`src/rtl/toggle_line_decoder.sv`:
```
// Transition-line receiver: recovers bits from level changes, hunts for a sync byte, then
// deserialises LSB-first payload bytes onto a valid/ready port. Optional macro: NRZI_UNSTUFF_EN.
module toggle_line_decoder #(
    parameter logic [7:0]  SYNC_WORD  = 8'hD5,
    parameter int unsigned IDLE_LIMIT = 16
) (
    input  logic       clk,
    input  logic       reset_n,
    input  logic       bit_en,
    input  logic       line_in,
    input  logic       data_ready,
    output logic [7:0] data_out,
    output logic       data_valid,
    output logic       frame_active,
    output logic       frame_end,
    output logic       overrun,
    output logic       stuff_err
);

    typedef enum logic {
        ST_HUNT = 1'b0,
        ST_DATA = 1'b1
    } state_t;

    localparam logic [7:0] LP_IDLE = 8'(IDLE_LIMIT);

    state_t     r_state;
    logic       r_last_level;
    logic [7:0] r_sync_sr;
    logic [7:0] r_byte_sr;
    logic [2:0] r_bit_cnt;
    logic [7:0] r_zero_run;
    logic [7:0] r_data_out;
    logic       r_data_valid;
    logic       r_frame_active;
    logic       r_frame_end;
    logic       r_overrun;
`ifdef NRZI_UNSTUFF_EN
    logic [2:0] r_ones_run;
    logic       r_stuff_err;
`endif

    logic       w_dbit;
    logic [7:0] w_sync_next;
    logic [7:0] w_byte_next;
    logic [7:0] w_zero_next;
    logic       w_idle_hit;
    logic       w_xfer;
    logic       w_payload;

    // Next-value helpers for the decoded bit and the run/shift registers
    always_comb begin
        w_dbit      = line_in ^ r_last_level;
        w_sync_next = {w_dbit, r_sync_sr[7:1]};
        w_byte_next = {w_dbit, r_byte_sr[7:1]};
        w_xfer      = r_data_valid & data_ready;
        if (w_dbit) begin
            w_zero_next = 8'd0;
        end else if (r_zero_run == 8'hFF) begin
            w_zero_next = r_zero_run;
        end else begin
            w_zero_next = r_zero_run + 8'd1;
        end
        w_idle_hit = ~w_dbit & (w_zero_next == LP_IDLE);
        w_payload  = 1'b1;
`ifdef NRZI_UNSTUFF_EN
        // After six ones the next bit is a stuff slot, never payload
        w_payload  = (r_ones_run != 3'd6);
`endif
    end

    // Bit recovery, framing state machine, byte assembly and output handshake
    always_ff @(posedge clk or negedge reset_n) begin
        if (!reset_n) begin
            r_state        <= ST_HUNT;
            r_last_level   <= 1'b0;
            r_sync_sr      <= 8'd0;
            r_byte_sr      <= 8'd0;
            r_bit_cnt      <= 3'd0;
            r_zero_run     <= 8'd0;
            r_data_out     <= 8'd0;
            r_data_valid   <= 1'b0;
            r_frame_active <= 1'b0;
            r_frame_end    <= 1'b0;
            r_overrun      <= 1'b0;
`ifdef NRZI_UNSTUFF_EN
            r_ones_run     <= 3'd0;
            r_stuff_err    <= 1'b0;
`endif
        end else begin
            r_frame_end <= 1'b0;
            r_overrun   <= 1'b0;
`ifdef NRZI_UNSTUFF_EN
            r_stuff_err <= 1'b0;
`endif
            if (w_xfer) begin
                r_data_valid <= 1'b0;
            end
            if (bit_en) begin
                r_last_level <= line_in;
                case (r_state)
                    ST_HUNT: begin
                        r_sync_sr <= w_sync_next;
                        if (w_sync_next == SYNC_WORD) begin
                            r_state        <= ST_DATA;
                            r_frame_active <= 1'b1;
                            r_bit_cnt      <= 3'd0;
                            r_zero_run     <= 8'd0;
                            r_byte_sr      <= 8'd0;
`ifdef NRZI_UNSTUFF_EN
                            r_ones_run     <= 3'd0;
`endif
                        end
                    end
                    ST_DATA: begin
`ifdef NRZI_UNSTUFF_EN
                        if (r_ones_run == 3'd6) begin
                            r_ones_run <= 3'd0;
                            if (w_dbit) begin
                                r_stuff_err    <= 1'b1;
                                r_state        <= ST_HUNT;
                                r_frame_active <= 1'b0;
                                r_sync_sr      <= 8'd0;
                                r_byte_sr      <= 8'd0;
                                r_bit_cnt      <= 3'd0;
                                r_zero_run     <= 8'd0;
                            end
                        end else begin
                            r_ones_run <= w_dbit ? (r_ones_run + 3'd1) : 3'd0;
                        end
`endif
                        if (w_payload) begin
                            r_byte_sr  <= w_byte_next;
                            r_bit_cnt  <= r_bit_cnt + 3'd1;
                            r_zero_run <= w_zero_next;
                            // Idle close wins over a byte completing on the same bit
                            if (w_idle_hit) begin
                                r_state        <= ST_HUNT;
                                r_frame_active <= 1'b0;
                                r_frame_end    <= 1'b1;
                                r_sync_sr      <= 8'd0;
                                r_byte_sr      <= 8'd0;
                                r_bit_cnt      <= 3'd0;
                                r_zero_run     <= 8'd0;
                            end else if (r_bit_cnt == 3'd7) begin
                                if (!r_data_valid || data_ready) begin
                                    r_data_out   <= w_byte_next;
                                    r_data_valid <= 1'b1;
                                end else begin
                                    r_overrun <= 1'b1;
                                end
                            end
                        end
                    end
                    default: begin
                        r_state <= ST_HUNT;
                    end
                endcase
            end
        end
    end

    assign data_out     = r_data_out;
    assign data_valid   = r_data_valid;
    assign frame_active = r_frame_active;
    assign frame_end    = r_frame_end;
    assign overrun      = r_overrun;
`ifdef NRZI_UNSTUFF_EN
    assign stuff_err    = r_stuff_err;
`else
    assign stuff_err    = 1'b0;
`endif

endmodule
```
`config.mk`:
```
export PLATFORM = sky130hd
export DESIGN_NAME = toggle_line_decoder
export DESIGN_NICKNAME = d
export VERILOG_FILES = /design/src/rtl/toggle_line_decoder.sv
export SDC_FILE = /design/constraint.sdc
export NUM_CORES = 1
export LEC_CHECK = 0
export CORE_MARGIN = 2
export CORE_UTILIZATION = 50
export CTS_CLUSTER_SIZE = 16
export DETAILED_ROUTE_END_ITERATION = 10
export PLACE_DENSITY = 0.82
export SYNTH_ARGS = -nofsm -noshare
export SYNTH_HDL_FRONTEND = slang
export SYNTH_SLANG_ARGS = --single-unit
```
`constraint.sdc`:
```
create_clock -name clk -period 4 [get_ports clk]
set_clock_uncertainty 0.15 [all_clocks]
set_input_delay 0.4 -clock clk [delete_from_list [all_inputs] [get_ports clk]]
set_output_delay 0.4 -clock clk [all_outputs]
set_load 0.02 [all_outputs]
```
After elaboration in Yosys (flattened, before gate mapping)
Index checks and enable logic that the tools add are counted.
{"block": "classes", "mul": 0, "n_reduce_logical": 6, "n_eq_ne": 6, "mux": 32, "magnitude_cmp": 0, "div": 0, "shifts": 0, "bitwise_logic": 6, "addsub": 2}
{"operator": "$mux 8", "count": 6}
{"operator": "$pmux 8 s2", "count": 3}
{"operator": "$mux 1", "count": 18}
{"operator": "$eq 8x8->1 const B", "count": 2}
{"operator": "$add 8x1->8 const B", "count": 1}
{"operator": "$eq 8x5->1 const B", "count": 1}
{"operator": "$mux 3", "count": 2}
{"operator": "$pmux 3 s2", "count": 1}
{"operator": "$reduce_and 5->1", "count": 1}
{"operator": "$pmux 1 s2", "count": 2}
{"operator": "$reduce_and 2->1", "count": 2}
{"operator": "$add 3x1->3 const B", "count": 1}
{"operator": "$eq 3x3->1 const B", "count": 1}
{"operator": "$not 1->1", "count": 3}
{"operator": "$reduce_and 3->1", "count": 1}
{"operator": "$and 1x1->1", "count": 2}
{"operator": "$ne 2x1->1 const B", "count": 1}
{"operator": "$ne 2x2->1 const B", "count": 1}
{"operator": "$logic_not 1->1", "count": 1}
{"operator": "$logic_or 1x1->1", "count": 1}
{"operator": "$xor 1x1->1", "count": 1}
{"block": "word_totals", "ff_bits": 41, "memories": 0, "wordCells": 63, "in_bits": 5, "out_inout_bits": 13, "rom_bits": 0, "latch_bits": 0, "ram_bits": 0}

Depth between registers and ports, before layout
Gate-level depths: netlist of the first run.
{"block": "depth", "depth_word": 8, "depth_mapped": 8, "mapped_depth_nobuf": 7}

Worst setup path after synthesis of the first run
Ideal clock, no wire load.
{"block": "synth_timing", "path_kind": "reg-to-reg", "startpoint": "register r_zero_run[0]", "endpoint": "register r_data_out[0] (netlist: data_out[0])", "n_path_buf": 1, "setup_ns": 0.125, "t_required_ns": 3.725, "arrival_ns": 2.340, "setup_slack_ns": 1.385, "synth_period_minus_slack_ns": 2.615, "path_stages_with_launch": 9, "cell_sequence": "dfrtp_1 -> ha_1 -> buf_2 -> and3_1 -> a211oi_2 -> o32ai_2 -> nor4_4 -> nor4b_4 -> mux2_2"}
{"block": "synth_via", "elab_chain_cells": 7, "word_cells_on_any_way": 8, "cone_classes": "1 x add/sub; 2 x eq/ne; 2 x mux; 2 x bitwise; 1 x reduce/logical"}
{"element": "start, declared", "line_no": "32", "rtl": "logic [7:0] r_zero_run;"}
{"element": "start signal, assigned", "line_no": "135", "rtl": "r_zero_run <= w_zero_next;"}
{"element": "$add 8x1->8 or $eq 8x8->1 (tied branches)", "line_no": "62, 59"}
{"element": "$mux 8 *", "line_no": "59", "rtl": "end else if (r_zero_run == 8'hFF) begin"}
{"element": "$mux 8 *", "line_no": "57", "rtl": "if (w_dbit) begin"}
{"element": "$eq 8x5->1 *", "line_no": "64", "rtl": "w_idle_hit = ~w_dbit & (w_zero_next == LP_IDLE);"}
{"element": "$and 1x1->1 *", "line_no": "64"}
{"element": "$not 1->1 (no line) *"}
{"element": "$reduce_and 5->1 (no line) *"}
{"element": "end signal, assigned", "line_no": "147", "rtl": "r_data_out <= w_byte_next;"}
{"element": "end, declared", "line_no": "33", "rtl": "logic [7:0] r_data_out;"}
Every way passes the cells marked *; elsewhere a longest branch is shown, timed or not.
A chain may end at the register's enable or synchronous reset.

Worst setup path in the final report of the first run
{"block": "layout_timing", "startpoint": "register r_zero_run[0]", "endpoint": "register r_sync_sr[7]"}
{"block": "layout_via", "elab_chain_cells": 7, "word_cells_on_any_way": 8, "cone_classes": "1 x add/sub; 3 x eq/ne; 2 x mux; 1 x bitwise; 1 x reduce/logical"}
{"element": "$add 8x1->8 or $eq 8x8->1 (tied branches)", "line_no": "62, 59"}
{"element": "$mux 8 *", "line_no": "59"}
{"element": "$mux 8 *", "line_no": "57"}
{"element": "$eq 8x5->1 *", "line_no": "64"}
{"element": "$and 1x1->1 *", "line_no": "64"}
{"element": "$ne 2x1->1 (no line) *"}
{"element": "$reduce_and 2->1 (no line) *"}
{"element": "end signal, assigned", "line_no": "103", "rtl": "r_sync_sr <= w_sync_next;"}
{"element": "end, declared", "line_no": "29", "rtl": "logic [7:0] r_sync_sr;"}
Marks and branches as above.

==> impl_metrics.py, run 1 <==
metrics = {
    "timing": {
        "slew_headroom": 0.448,
        "fmax_ghz": 0.326,
        "hold_violations": 0,
        "rsz0062_at_grt": "false",
        "fin_crit_sh": 0.767,
        "period_minus_slack_ns": 3.07,
        "finalMaxSlewViolations": 0,
        "fin_setup_tns_ns": 0,
        "finalSetupViolations": 0,
        "worstMarginPinSlew_ns": 0.828,
    },
    "cts": {
        "cts_sinks": 39,
        "ctsHoldBuffers": 0,
        "cts_tree": "done",
        "h-tree-depth": 2,
        "worstSkewPairLatency_ns": 0.29,
        "cts-resized-gates": 0,
        "clk_pin_slew_ns": 0.08,
        "cts_buffers": 5,
        "cts_root_buf": "clkbuf_8",
        "cts_buffer_depth": 2,
        "post-cts-setup-buffer-count": 0,
    },
    "logic_synthesis": {
        "syn_area_per_cell_um2": 11.4,
        "netlist.area_leader.share": 0.520,
        "seq_area_frac_synth": 0.520,
        "synthAdderAreaFrac": 0.0200,
        "syn_nets": 173,
        "synthesis.area_um2": 1880,
        "synth-seq-cells": 39,
        "synth.mux.area_fraction": 0.0600,
        "ys_types": 45,
        "yosys.area_share.xor_xnor": 0.00933,
        "synth_largest_area_cell": "dfrtp_1",
        "synth_warnings": 0,
        "synth.area.top_cells": "dfrtp_1, a22o_1, mux2_2, nand2_1, ha_1",
        "synth_top_family_by_area": "compound AO/OA/AOI/OAI gates",
        "syn-instance-count": 165,
        "synth_compound_area_frac": 0.185,
        "yosys.area_share.simple": 0.172,
    },
    "power": {
        "peakVddDrop_mv": 0.395,
        "p_comb_frac": 0.083,
        "p_sw_frac": 0.242,
        "clkPwrFrac": 0.387,
        "power_leakage_uw": 0.000975,
        "internal-power_uw": 634,
        "power_uw": 836,
        "seq_power_share": 0.530,
        "power_density_nw_per_um2": 387,
        "p_sw_uw": 202,
    },
    "cells_and_area": {
        "final_area_um2": 2160,
        "fin_cells": 228,
        "fin_nets": 187,
        "fillers": 294,
        "diodes": 0,
        "drive_above_1_share": 0.144,
        "synthToLayoutAreaGrowth_pct": 15.1,
    },
    "setup_path": {
        "startpoint_type": "register",
        "worstPathRequired_ns": 4.03,
        "worst_r2r_endpoint": "r_sync_sr[7]$_DFFE_PN0P_",
        "rrSetupSlack_ns": 0.93,
        "worstPathArrival_ns": 3.10,
        "criticalPathCategory": "register to register",
        "cp-end-kind": "register",
        "r2r_start": "r_zero_run[0]$_DFFE_PN0P_",
        "cp_max_fo": 9,
        "rr_worst_depth": 7,
    },
    "global_routing": {
        "grt_antenna_before_repair": 0,
        "grt_pass1_wl_um": 6300,
        "grt_overflow": 0,
        "track_usage": 0.190,
        "grt_max_degree": 40,
        "grt_pass1_vias": 1359,
    },
    "die": {
        "coreArea_um2": 3630,
        "dieArea_um2": 4260,
        "die_w_um": 65.3,
        "rows": 22,
        "die_height_um": 65.3,
        "io_pins": 18,
        "start_util": 0.517,
    },
    "routing": {
        "routedWlPerCell_um": 15.6,
        "viasPerCell": 6.09,
        "remaining_drc_errors": 0,
        "routed_wl_um": 3570,
        "ant_nets": 0,
        "drtIter0Drc": 80,
        "drtPass1Iterations": 4,
        "via_count": 1388,
    },
    "run": {
        "cap_violations": 0,
    },
    "place": {
        "dp.cells": 220,
        "dp_hpwl_um": 2490,
        "gp_congestion": 0.935,
        "placed_area_um2": 2050,
        "io_buffers": 16,
    },
    "min_path": {
        "hp-class": "input port to asynchronous set/reset pin",
    },
    "status": {
        "status": "completed",
    },
}
-- worst max-delay path by stage --
stage                                to                       from  cells after the start  slack [ns]
6_report       r_sync_sr[7]$_DFFE_PN0P_  r_zero_run[0]$_DFFE_PN0P_                      7        0.93
5_1_grt        r_sync_sr[3]$_DFFE_PN0P_  r_zero_run[0]$_DFFE_PN0P_                      7        0.72
4_1_cts        r_sync_sr[3]$_DFFE_PN0P_  r_zero_run[0]$_DFFE_PN0P_                      7        0.95
3_5_place_dp    data_out[5]$_DFFE_PN0P_                    line_in                      7        0.90
3_3_place_gp    data_out[5]$_DFFE_PN0P_                    line_in                      7        1.03
2_1_floorplan   data_out[0]$_DFFE_PN0P_  r_zero_run[0]$_DFFE_PN0P_                      8        1.39
-- power groups by stage --
stage / Combinational [uW] / Sequential (uW) / Clock (uW)
after global routing: 80.2 / 447 / 348
after detailed placement: 69.8 / 450 / 0
final: 69.5 / 443 / 324
after CTS: 70.2 / 442 / 332
after global placement: 69.1 / 447 / 0
after floorplan: 51.2 / 442 / 0
-- synth_stat cells, drive strengths merged --
| master | number |
|---|---|
| a21o | 3 |
| nand3 | 7 |
| nand2 | 12 |
| and2 | 2 |
| conb | 1 |
| nor2 | 8 |
| o2111a | 1 |
| xnor2 | 1 |
| nand2b | 2 |
| dfrtp | 39 |
| o32ai | 1 |
| a31oi | 4 |
| xor2 | 1 |
| a22o | 15 |
| nand3b | 1 |
| mux2 | 10 |
| and3 | 4 |
| a21oi | 4 |
| nor3 | 3 |
| inv | 4 |
| o41ai | 2 |
| o2bb2ai | 1 |
| nor4 | 3 |
| and4 | 2 |
| nor4bb | 1 |
| clkbuf | 2 |
| buf | 7 |
| ha | 3 |
| o31a | 1 |
| and4b | 1 |
| nand4 | 2 |
| a211oi | 1 |
| nor4b | 1 |
| o21ai | 7 |
| nor2b | 3 |
| a41oi | 1 |
| o211ai | 1 |
| o31ai | 3 |
-- layout by cell type (no fill, tap or decap), drive strengths merged, types with 4 or more instances in the layout --
cell and count:
nor2 8, mux2 10, clkdlybuf4s50 15, a31oi 4, a22o 15, inv 4, o21ai 7, dfrtp 39
clkbuf 5, a21oi 4, nand2 12, and3 4, nand3 7
-- metrics by stage --
step	setup WS, ns	util	hold WS [ns]
after CTS	0.949	0.595	0.0768
after global routing	0.716	0.595	0.116
final	0.932	0.595	0.0540
after detailed placement	0.903	0.564	0.333
after floorplan	1.39	-	-0.0456
after global placement	1.03	0.564	0.330
-- cell families after synthesis --
kind of cell / after synthesis
flops: 39
xor+xnor: 2
compound gates: 45
buf+inv: 13
mux: 10
other cells: 1
fa+ha+maj: 3
simple gates: 52
-- state kept, by name, indices dropped and copies added, names as in the netlist --
signal and count:
data_out 8, r_zero_run 8, r_byte_sr 7, r_sync_sr 7, r_bit_cnt 3, data_valid 1, frame_active 1, frame_end 1
overrun 1, r_last_level 1, r_state 1
-- cell type report --
| type | instances | area (um^2) | area share |
|---|---|---|---|
| clock buffer | 5 | 68.8 | 0.0318 |
| sequential | 39 | 976 | 0.452 |
| timing repair buffer | 16 | 155 | 0.0718 |
| multi-input combinational | 113 | 842 | 0.390 |
| clock inverter | 3 | 43.8 | 0.0203 |
| inverter | 4 | 15.0 | 0.00695 |
| tap | 48 | 60.1 | 0.0278 |
-- routing by layer --
| layer | track usage | routed length, um | vias to the layer above |
|---|---|---|---|
| li1 | - | - | 655 |
| met5 | 0 | 0 | - |
| met2 | 0.298 | 1710 | 43 |
| met4 | 0.0755 | 46 | 0 |
| met3 | 0.0514 | 189 | 6 |
| met1 | 0.250 | 1620 | 684 |
-- worst max-delay path: stages, from the launching register on --
cell and delay, ns:
dfrtp_1 0.51, ha_1 0.39, nand3_1 0.25, nor4_1 0.37, o32ai_2 0.15, nor4_4 0.59, o21ai_1 0.29, a22o_1 0.25
Note: power is estimated with default switching activity, not from simulation.
==> run 2: changes to the inputs <==
==> constraint.sdc (replaced) <==
create_clock -name clk -period 3.2 [get_ports clk]
set_clock_uncertainty 0.15 [all_clocks]
set_input_delay 0.32 -clock clk [delete_from_list [all_inputs] [get_ports clk]]
set_output_delay 0.32 -clock clk [all_outputs]
set_load 0.02 [all_outputs]
==> run 2 against run 1 <==
Effect of this change:
- the run now ends with hold timing left
- maximum frequency grew 4.3%
- via count grew 0.29%
- clock power grew 11%
- power grew 21%
- register-to-register slack lost 0.67 ns
- utilization grew 0.65 points
- sequential power grew 23%
- critical path type unchanged
- highest routed layer unchanged
==> impl_metrics.py, run 2 (synthesis results as in run 1) <==
metrics = {
    "setup_path": {
        "cp_max_fo": 9,
        "worstPathRequired_ns": 3.23,
        "cp-end-kind": "register",
        "worstPathArrival_ns": 2.97,
        "crit_path_frequent_cell": "buf_4",
        "path_delay_family": "simple AND/OR/NAND/NOR gates",
        "cp.depth": 9,
        "path_buf_inv": 2,
        "r2r_start": "r_zero_run[1]$_DFFE_PN0P_",
        "startpoint_type": "register",
        "criticalPathCategory": "register to register",
        "crit_chain": "ha_2 > nand3_1 > nor4_1 > o32ai_2 > nor4_4 > buf_4 > nor4b_4 > buf_4 > mux2_2",
        "startpoint": "r_zero_run[1]$_DFFE_PN0P_",
        "crit_path_max_incr_delay_ns": 0.49,
        "rr_worst_depth": 9,
        "cp-endpoint": "data_out[5]$_DFFE_PN0P_",
        "worst_r2r_endpoint": "data_out[5]$_DFFE_PN0P_",
        "rrSetupSlack_ns": 0.26,
        "cpMaxStageDelayCell": "dfrtp_1",
    },
    "cells_and_area": {
        "fin_nets": 191,
        "final_common_cell": "dfrtp_1",
        "diodes": 0,
        "fin_cells": 232,
        "drive_above_1_share": 0.168,
        "synthToLayoutAreaGrowth_pct": 16.4,
        "final_cell_mix": "dfrtp_1, a22o_1, clkdlybuf4s50_1, nand2_1, mux2_2",
    },
    "die": {
        "io_pins": 18,
        "die_height_um": 65.3,
        "dieArea_um2": 4260,
        "rows": 22,
        "die_w_um": 65.3,
        "start_util": 0.517,
        "coreArea_um2": 3630,
    },
    "global_routing": {
        "grt_antenna_before_repair": 0,
        "grt_pass1_vias": 1304,
        "grt_max_degree": 40,
        "grt_overflow": 0,
        "grt_pass1_wl_um": 5950,
        "track_usage": 0.185,
    },
    "status": {
        "violations": "hold timing",
        "status": "complete, but fails checks",
    },
    "timing": {
        "worst_hold_slack_ns": -0.0307,
        "slew_headroom": 0.454,
        "finalMaxSlewViolations": 0,
        "finalSetupViolations": 0,
        "fmax_ghz": 0.340,
        "setup_ws_ns": 0.260,
        "hold_violations": 39,
        "period_minus_slack_ns": 2.94,
        "fin_setup_tns_ns": 0,
        "rsz0062_at_grt": "false",
        "fin_crit_sh": 0.919,
        "worstMarginPinSlew_ns": 0.819,
    },
    "run": {
        "cap_violations": 0,
    },
    "cts": {
        "cts_root_buf": "clkbuf_8",
        "worstSkewPairLatency_ns": 0.29,
        "cts_tree": "done",
        "cts_sinks": 39,
        "clk_pin_slew_ns": 0.07,
        "cts_buffer_depth": 2,
        "cts_buffers": 5,
        "h-tree-depth": 2,
    },
    "power": {
        "power_leakage_uw": 0.000985,
        "power_density_nw_per_um2": 463,
        "peakVddDrop_mv": 0.383,
    },
    "routing": {
        "routedWlPerCell_um": 15.3,
        "via_count": 1392,
        "ant_nets": 0,
        "drtIter0Drc": 117,
        "remaining_drc_errors": 0,
        "viasPerCell": 6.00,
        "routed_wl_um": 3550,
        "drtPass1Iterations": 4,
    },
    "min_path": {
        "hp-class": "input port to asynchronous set/reset pin",
    },
    "place": {
        "gp_congestion": 0.969,
        "io_buffers": 16,
        "preCtsSetupSlack_ns": 0.180,
        "dp_hpwl_um": 2430,
        "dp.cells": 222,
    },
}
==> run 2: changes by cell type in the layout (fill, tap and decap cells not counted) <==
cell	previous run	this run
buf_4	0	4
bufinv_16	1	0
clkbuf_8	5	7
clkinv_2	1	0
clkinv_4	1	0
clkinvlp_4	0	1
ha_1	3	2
ha_2	0	1
==> run 2: worst min-delay path by stage <==
stage | slack (ns) | depth (start not counted) | startpoint | endpoint
final | -0.03 | 1 | reset_n | r_zero_run[2]$_DFFE_PN0P_
after global routing | 0.04 | 1 | reset_n | r_zero_run[2]$_DFFE_PN0P_
after global placement | 0.30 | 1 | reset_n | r_zero_run[2]$_DFFE_PN0P_
after CTS | 0.00003 | 1 | reset_n | r_byte_sr[3]$_DFFE_PN0P_
after floorplan | -0.13 | 0 | reset_n | data_out[0]$_DFFE_PN0P_
after detailed placement | 0.31 | 1 | reset_n | data_valid$_DFF_PN0_
==> run 2: layout make-up <==
| cell class | count | area, um^2 |
|---|---|---|
| clock inverters | 1 | 7.51 |
| multi-input cells | 113 | 845 |
| well taps | 48 | 60.1 |
| repair buffers | 20 | 185 |
| fillers | 283 | 1450 |
| flip-flops and latches | 39 | 976 |
| clock buffers | 7 | 96.3 |
| inverters | 4 | 15.0 |
==> run 2: where the power goes <==
group / internal [uW] / switching, uW / total [uW]
clock: 196 / 163 / 359
sequential: 522 / 24.2 / 546
combinational: 48.1 / 58.7 / 107
==> run 2: stage by stage <==
step	total power, uW	utilization	cell area (um^2)	hold slack [ns]
floorplan	616	-	1880	-0.126
global placement	655	0.568	2060	0.300
detailed placement	659	0.568	2060	0.313
CTS	1020	0.596	2170	0.0000299
global route	1060	0.601	2180	0.0369
finish	1010	0.601	2180	-0.0307
==> run 2: metal layers <==
metal  part of all wire  track usage
met1               0.46        0.258
met3              0.047       0.0616
met2               0.48        0.270
met5                  0            0
met4              0.021       0.0677
==> run 2: repair_timing <==
action / in CTS / in global routing
setup endpoints to repair: 0 / 23
gates resized for setup: 0 / 1
hold buffers: 0 / 0
buffers inserted: 0 / 2
==> run 3: changes to the inputs <==
--- a/config.mk
+++ b/config.mk
@@ -5,6 +5,7 @@
 export SDC_FILE = /design/constraint.sdc
 export NUM_CORES = 1
 export LEC_CHECK = 0
+export ABC_CLOCK_PERIOD_IN_PS = 3200
 export CORE_MARGIN = 2
 export CORE_UTILIZATION = 50
 export CTS_CLUSTER_SIZE = 16
==> results of run 3 <==
The final DEF is identical to that of run 2; final timing and power are the same.
